`src/rtl/apb_arbiter_2m_pkg.sv`:
```
`default_nettype none
// ============================================================================
// Module      : apb_arbiter_2m_pkg
// Description : Shared definitions for the two-master APB arbiter: FSM state
//               encoding, arbitration mode constants, grant identifiers and
//               timeout counter width.
// Revision    : 1.0 - initial release
// ============================================================================
package apb_arbiter_2m_pkg;

  // Downstream bridge FSM states.
  typedef enum logic [1:0] {
    ST_IDLE   = 2'd0,
    ST_SETUP  = 2'd1,
    ST_ACCESS = 2'd2
  } arb_state_t;

  // Values of the ARB_MODE parameter.
  localparam int c_ARB_FIXED = 0;
  localparam int c_ARB_RR    = 1;

  // Encoding of the single grant/last-grant register.
  localparam logic c_GNT_S0 = 1'b0;
  localparam logic c_GNT_S1 = 1'b1;

  // Width of the downstream ACCESS timeout counter.
  localparam int c_TO_CNT_W = 16;

endpackage
`default_nettype wire

```
`src/rtl/apb_arb_rr2.sv`:
```
`default_nettype none
// ============================================================================
// Module      : apb_arb_rr2
// Description : Two-requester grant logic, fixed priority or round-robin.
//               Purely combinational; the caller registers the result.
// Ports       : i_req0/i_req1 - requests from S0/S1
//               i_mode        - 0 = fixed priority (S0 wins), 1 = round-robin
//               i_last        - last granted master (0 = S0, 1 = S1)
//               o_gnt         - one-hot grant, bit n = Sn
// Revision    : 1.0 - initial release
// ============================================================================
module apb_arb_rr2
  import apb_arbiter_2m_pkg::*;
(
  input  logic       i_req0,
  input  logic       i_req1,
  input  logic       i_mode,
  input  logic       i_last,
  output logic [1:0] o_gnt
);

  always_comb begin
    o_gnt = 2'b00;
    if (i_req0 && i_req1) begin
      // Contention: fixed mode always favours S0; round-robin favours
      // whichever master did not win last time.
      if (!i_mode || (i_last == c_GNT_S1)) begin
        o_gnt = 2'b01;
      end else begin
        o_gnt = 2'b10;
      end
    end else if (i_req0) begin
      o_gnt = 2'b01;
    end else if (i_req1) begin
      o_gnt = 2'b10;
    end
  end

endmodule
`default_nettype wire

```
`src/rtl/apb_arbiter_2m.sv`:
```
`default_nettype none
// ============================================================================
// Module      : apb_arbiter_2m
// Description : Arbitrates two upstream APB4 masters (S0, S1) onto a single
//               downstream APB4 port. Each transfer re-arbitrates in IDLE,
//               runs one SETUP cycle and waits in ACCESS for M_PREADY or an
//               optional timeout that returns an error to the granted master.
// Parameters  : ARB_MODE - 0 = fixed priority (S0 wins), 1 = round-robin
//               TIMEOUT  - max downstream ACCESS cycles, 0 disables
// Ports       : PCLK, PRESETn (async, active-low)
//               S0_*/S1_*  - upstream APB4 slave ports
//               M_*        - downstream APB4 master port
// Revision    : 1.0 - initial release
// ============================================================================
module apb_arbiter_2m
  import apb_arbiter_2m_pkg::*;
#(
  parameter int ARB_MODE = 1,
  parameter int TIMEOUT  = 0
) (
  input  logic        PCLK,
  input  logic        PRESETn,
  // upstream master 0
  input  logic        S0_PSEL,
  input  logic [31:0] S0_PADDR,
  input  logic        S0_PENABLE,
  input  logic        S0_PWRITE,
  input  logic [31:0] S0_PWDATA,
  input  logic [3:0]  S0_PSTRB,
  input  logic [2:0]  S0_PPROT,
  output logic [31:0] S0_PRDATA,
  output logic        S0_PREADY,
  output logic        S0_PSLVERR,
  // upstream master 1
  input  logic        S1_PSEL,
  input  logic [31:0] S1_PADDR,
  input  logic        S1_PENABLE,
  input  logic        S1_PWRITE,
  input  logic [31:0] S1_PWDATA,
  input  logic [3:0]  S1_PSTRB,
  input  logic [2:0]  S1_PPROT,
  output logic [31:0] S1_PRDATA,
  output logic        S1_PREADY,
  output logic        S1_PSLVERR,
  // downstream slave
  output logic        M_PSEL,
  output logic        M_PENABLE,
  output logic        M_PWRITE,
  output logic [31:0] M_PADDR,
  output logic [31:0] M_PWDATA,
  output logic [3:0]  M_PSTRB,
  output logic [2:0]  M_PPROT,
  input  logic [31:0] M_PRDATA,
  input  logic        M_PREADY,
  input  logic        M_PSLVERR
);

  arb_state_t r_state;
  arb_state_t w_state_nxt;
  // Current grant; also serves as last-grant for round-robin, since it is
  // only rewritten when a new grant is taken.
  logic       r_gnt;
  logic [1:0] w_gnt;
  logic       w_mode;
  logic       w_active;
  logic       w_deliver;
  logic       w_to_fire;
  logic       w_rsp_ready;
  logic       w_rsp_err;
  logic [31:0] w_rsp_rdata;

  // Upstream PENABLE carries no information the bridge needs: grant is taken
  // on PSEL alone and the response is returned whenever ACCESS ends.
  logic w_unused_penable;
  assign w_unused_penable = S0_PENABLE ^ S1_PENABLE;

  assign w_mode = (ARB_MODE == c_ARB_RR) ? 1'b1 : 1'b0;

  apb_arb_rr2 u_arb (
    .i_req0 (S0_PSEL),
    .i_req1 (S1_PSEL),
    .i_mode (w_mode),
    .i_last (r_gnt),
    .o_gnt  (w_gnt)
  );

  // --------------------------------------------------------------------------
  // FSM
  // --------------------------------------------------------------------------
  always_ff @(posedge PCLK or negedge PRESETn) begin
    if (!PRESETn) begin
      r_state <= ST_IDLE;
      r_gnt   <= c_GNT_S1;
    end else begin
      r_state <= w_state_nxt;
      if ((r_state == ST_IDLE) && (|w_gnt)) begin
        r_gnt <= w_gnt[1];
      end
    end
  end

  always_comb begin
    w_state_nxt = r_state;
    case (r_state)
      ST_IDLE:   if (|w_gnt) w_state_nxt = ST_SETUP;
      ST_SETUP:  w_state_nxt = ST_ACCESS;
      ST_ACCESS: if (M_PREADY || w_to_fire) w_state_nxt = ST_IDLE;
      default:   w_state_nxt = ST_IDLE;
    endcase
  end

  // --------------------------------------------------------------------------
  // Timeout
  // --------------------------------------------------------------------------
  generate
    if (TIMEOUT > 0) begin : g_timeout
      localparam logic [c_TO_CNT_W-1:0] c_TO_LAST = c_TO_CNT_W'(TIMEOUT - 1);
      localparam logic [c_TO_CNT_W-1:0] c_TO_INC  = c_TO_CNT_W'(1);
      logic [c_TO_CNT_W-1:0] r_to_cnt;

      // Cleared while in SETUP so it reads zero on the first ACCESS cycle.
      always_ff @(posedge PCLK or negedge PRESETn) begin
        if (!PRESETn) begin
          r_to_cnt <= '0;
        end else if (r_state == ST_SETUP) begin
          r_to_cnt <= '0;
        end else if ((r_state == ST_ACCESS) && !M_PREADY) begin
          r_to_cnt <= r_to_cnt + c_TO_INC;
        end
      end

      // Fires on the TIMEOUT-th waiting ACCESS cycle (count TIMEOUT-1 before
      // this cycle's increment). A real M_PREADY in that cycle wins.
      assign w_to_fire = (r_state == ST_ACCESS) && !M_PREADY &&
                         (r_to_cnt == c_TO_LAST);
    end else begin : g_no_timeout
      assign w_to_fire = 1'b0;
    end
  endgenerate

  // --------------------------------------------------------------------------
  // Downstream control and payload
  // --------------------------------------------------------------------------
  assign w_active  = (r_state == ST_SETUP) || (r_state == ST_ACCESS);
  assign M_PSEL    = w_active;
  assign M_PENABLE = (r_state == ST_ACCESS);

  always_comb begin
    M_PADDR  = '0;
    M_PWRITE = 1'b0;
    M_PWDATA = '0;
    M_PSTRB  = '0;
    M_PPROT  = '0;
    if (w_active) begin
      if (r_gnt == c_GNT_S1) begin
        M_PADDR  = S1_PADDR;
        M_PWRITE = S1_PWRITE;
        M_PWDATA = S1_PWDATA;
        M_PSTRB  = S1_PSTRB;
        M_PPROT  = S1_PPROT;
      end else begin
        M_PADDR  = S0_PADDR;
        M_PWRITE = S0_PWRITE;
        M_PWDATA = S0_PWDATA;
        M_PSTRB  = S0_PSTRB;
        M_PPROT  = S0_PPROT;
      end
    end
  end

  // --------------------------------------------------------------------------
  // Upstream response
  // --------------------------------------------------------------------------
  assign w_rsp_ready = M_PREADY | w_to_fire;
  assign w_rsp_err   = M_PSLVERR | w_to_fire;
  assign w_rsp_rdata = w_to_fire ? 32'hFFFF_FFFF : M_PRDATA;

  // A master that dropped PSEL mid-transfer gets nothing back; the downstream
  // transfer still runs to completion so the slave sees legal APB.
  assign w_deliver = (r_state == ST_ACCESS) &&
                     ((r_gnt == c_GNT_S1) ? S1_PSEL : S0_PSEL);

  always_comb begin
    S0_PREADY  = 1'b0;
    S0_PSLVERR = 1'b0;
    S0_PRDATA  = '0;
    S1_PREADY  = 1'b0;
    S1_PSLVERR = 1'b0;
    S1_PRDATA  = '0;
    if (w_deliver) begin
      if (r_gnt == c_GNT_S1) begin
        S1_PREADY  = w_rsp_ready;
        S1_PSLVERR = w_rsp_err;
        S1_PRDATA  = w_rsp_rdata;
      end else begin
        S0_PREADY  = w_rsp_ready;
        S0_PSLVERR = w_rsp_err;
        S0_PRDATA  = w_rsp_rdata;
      end
    end
  end

endmodule
`default_nettype wire

```
`config.mk`:
```
export PLATFORM = sky130hd
export DESIGN_NAME = apb_arbiter_2m
export DESIGN_NICKNAME = d
export VERILOG_FILES = /design/src/rtl/apb_arbiter_2m_pkg.sv /design/src/rtl/apb_arb_rr2.sv /design/src/rtl/apb_arbiter_2m.sv
export SDC_FILE = /design/constraint.sdc
export NUM_CORES = 1
export LEC_CHECK = 0
export ABC_CLOCK_PERIOD_IN_PS = 3950
export BUFFER_PORTS_ARGS = -buffer_cell sky130_fd_sc_hd__buf_2
export CAP_MARGIN = 20
export CORE_AREA = 2 2 125 127
export CTS_BUF_LIST = sky130_fd_sc_hd__clkbuf_16
export DETAILED_ROUTE_END_ITERATION = 6
export DIE_AREA = 0 0 127 129
export PLACE_DENSITY_LB_ADDON = 0.2
export SYNTH_ARGS = -nofsm -noshare
export SYNTH_HDL_FRONTEND = slang
export SYNTH_HIERARCHICAL = 1
export SYNTH_SLANG_ARGS = --single-unit
```
`constraint.sdc`:
```
create_clock -name PCLK -period 3.95 [get_ports PCLK]
set_input_delay 0.1975 -clock PCLK [delete_from_list [all_inputs] [get_ports PCLK]]
set_output_delay 0.1975 -clock PCLK [all_outputs]
set_load 0.02 [all_outputs]
```
==> impl_results.md <==
- Unique masters post-synth: 21
- Synth area leaders: mux2i_1 36%, nor2b_1 23%, and2_1 21%
- Clock Latency Late Sink: about 0.22 ns
- Dpl hpwl: 7.73 mm
- CP startpoint kind: flip-flop
- Leak: 2.38 nW
- Final Total Pwr: between 2 and 3 mW
- Largest net degree at the start of global routing: 74
- Placer Congestion: 0.751
- Max-slew violations: 0
- Core box area: 0.0150 sq mm
- TritonCTS Sinks: 3
- Synthesized area per cell: around 7.8 sq um
- Initial Util: 13.4%
- Final Cell Area: 0.00381 sq mm
- GRT Overall Usage: 9.32%
- Largest family of logic cells by synthesized area: simple AND/OR/NAND/NOR gates
- Area grow syn2layout: 90.2%
- DR vias: 2887
- Post-synth top area cell: mux2i_1
- Setup TNS: 0 ns
- PortBufs: 323
- Crit path time final: 2.53 ns
- CP Class: flip-flop to output port
- Clock root buffer master: clkbuf_16
- Dpl ws: 1.61 ns
- Fin. Hold Viols: 0
- Die Y: 129 microns
- Setup Viol. Count Final: 0
- RSZ-0062 raised after global routing: false
- Compound-Gate Fraction of Synth Area: about 1.3%
- Gr ovfl total: 0
- Max cap viols: 0
- Vias in the first global route: 2580
- Fin Clk Skew: 0.000221 ns
- Status: completed
- FP Rows: 45
- Simple-Gate Fraction of Synth Area: a little under half
- Arr. time, crit path: 2.33 ns
- Clock Pin Slew Worst Setup and Hold Paths: 0.03 ns
- Finished Layout Cells: 755
- DP Area: 0.00370 sq mm
- Initial antenna violation count: 1
- Post-Synthesis Net Count: 446
- Via density: between 3 and 4
- Total Die Area: 0.0164 sq mm
- Drt pass-1 iters: 4
- Num CTS Buffers: 3
- Cells after synthesis: 258
- Leading cell type in the layout, fill and taps excluded: buf_2
- Final #Nets: 756
- Setup ws final: 1.42 ns
- Max IR drop VDD: 0.000240 V
- Worst EP required: 3.75 ns
- Cell area after synthesis: 0.00200 sq mm
- Antenna-violating nets left: 0
- Post-synthesis sequential area ratio: under 10%
- Worst slew margin: 37.8%
- DRC Markers: 0
- Final period util: 63.9%
- DR iter-0 viols: just under 70
- Most frequent cells in the layout: 323 x buf_2, 73 x nor2b_1, 72 x mux2i_1, 68 x and2_1, 4 x inv_1
- Adder-cell share of the synthesized area: 2.50%
- Power density cells: 704 mW/mm^2
- Io pins: about 330
- H-Tree Depth: 1
- CP endpoint kind: output port
- Fillers: 1663
- Die W: 127 microns
- Hold/Removal Path Class: primary input to asynchronous set/reset pin
- Final WL: 9.08 mm
- ANT cells: 0
- Post-Place Cells: 749
- Top cell type's share of synthesized area: 36.0%
- Synth warn: 6
- Xor/xnor share of the synthesized area: 0%
- Slew @ Worst Pin: 0.932 ns
- Global-route wire length before repair: approximately 12 mm
- Worst-path fanout max: 34
- Fin util: between 20% and 30%
- Mux share of post-synthesis cell area: 37.1%
- CTS tree: yes
- Fmax: 396 MHz
- WHS: between 0.2 and 0.3 ns
- WL/cell: 12.0 microns
- Synthesis-stage register bit count: 3
- Post-cts resize count: 0
- Clock tree buffer depth: 2
- Layout cells sized above 1: 59.1%
cell usage after synthesis:
library cell and number:
o21a_1 1, buf_6 1, ha_1 4, conb_1 1
nor2_2 1, nor2_1 1, inv_1 3, clkbuf_1 10
dfstp_2 1, a22o_1 1, buf_8 7, mux2i_1 72
clkbuf_2 4, nand2_1 2, and3_1 1, a21oi_1 2
mux2_2 2, nor2b_4 1, nor2b_1 73, and2_1 68
dfrtp_1 2
repair_timing:
item | in CTS | in global routing
hold endpoints to repair | 3 | 0
hold buffers | 1 | 0
buffers inserted | 0 | 0
power by group:
group | switching [mW] | internal (mW) | total [mW] | leakage, nW
clock network | 0.0284 | 0.131 | 0.159 | 0.0423
registers | 0.0678 | 0.0558 | 0.124 | 0.0357
logic | 1.40 | 1.00 | 2.40 | 2.31
logic make-up after synthesis:
family / Yosys count
AO/OA/AOI/OAI: 4
AND/OR/NAND/NOR: 147
buffers and inverters: 25
other: 1
flip-flops: 3
adder cells (fa/ha/maj): 4
multiplexers: 74
path summary, 6_finish.rpt:
kind	start	to	slack, ns	depth (start not counted)
max in group asynchronous	PRESETn	r_gnt	3.46	2
min in group PCLK	S1_PSEL	r_gnt	0.39	4
max reg2reg	r_gnt	r_state[1]	1.65	6
min	PRESETn	r_state[1]	0.30	2
max	r_gnt	S0_PRDATA[31]	1.42	4
min reg2reg	r_state[0]	r_state[0]	0.53	1
worst max-delay path, stage by stage (launching register included):
cell and delay (ns):
dfstp_4 0.58, buf_4 0.29, nor2_2 0.75, and2_1 0.28, buf_2 0.18
flip-flops by register name, summed over array words and instances, names as in the netlist:
| register | flops |
|---|---|
| r_gnt | 1 |
| r_state | 2 |
area by class of cell:
| cell class | instances | area (sq um) | area share [%] |
|---|---|---|---|
| clock inverter | 1 | 3.75 | 0.0985 |
| inverter | 3 | 11.3 | 0.295 |
| tap | 188 | 235 | 6.17 |
| timing repair buffer | 327 | 1660 | 43.6 |
| multi-input combinational | 230 | 1750 | 45.8 |
| sequential | 3 | 80.1 | 2.10 |
| clock buffer | 3 | 75.1 | 1.97 |
routing by layer:
metal / up-vias / global-route usage (%) / wire length (microns) / share of wire, %
li1: 1449 / - / - / -
met5: - / 0 / 0 / 0
met1: 1236 / 9.14 / 3020 / 33
met2: 195 / 20.1 / 5040 / 56
met4: 0 / 1.94 / 63 / 0.69
met3: 7 / 1.50 / 949 / 10
(Power assumes the default switching activity.)
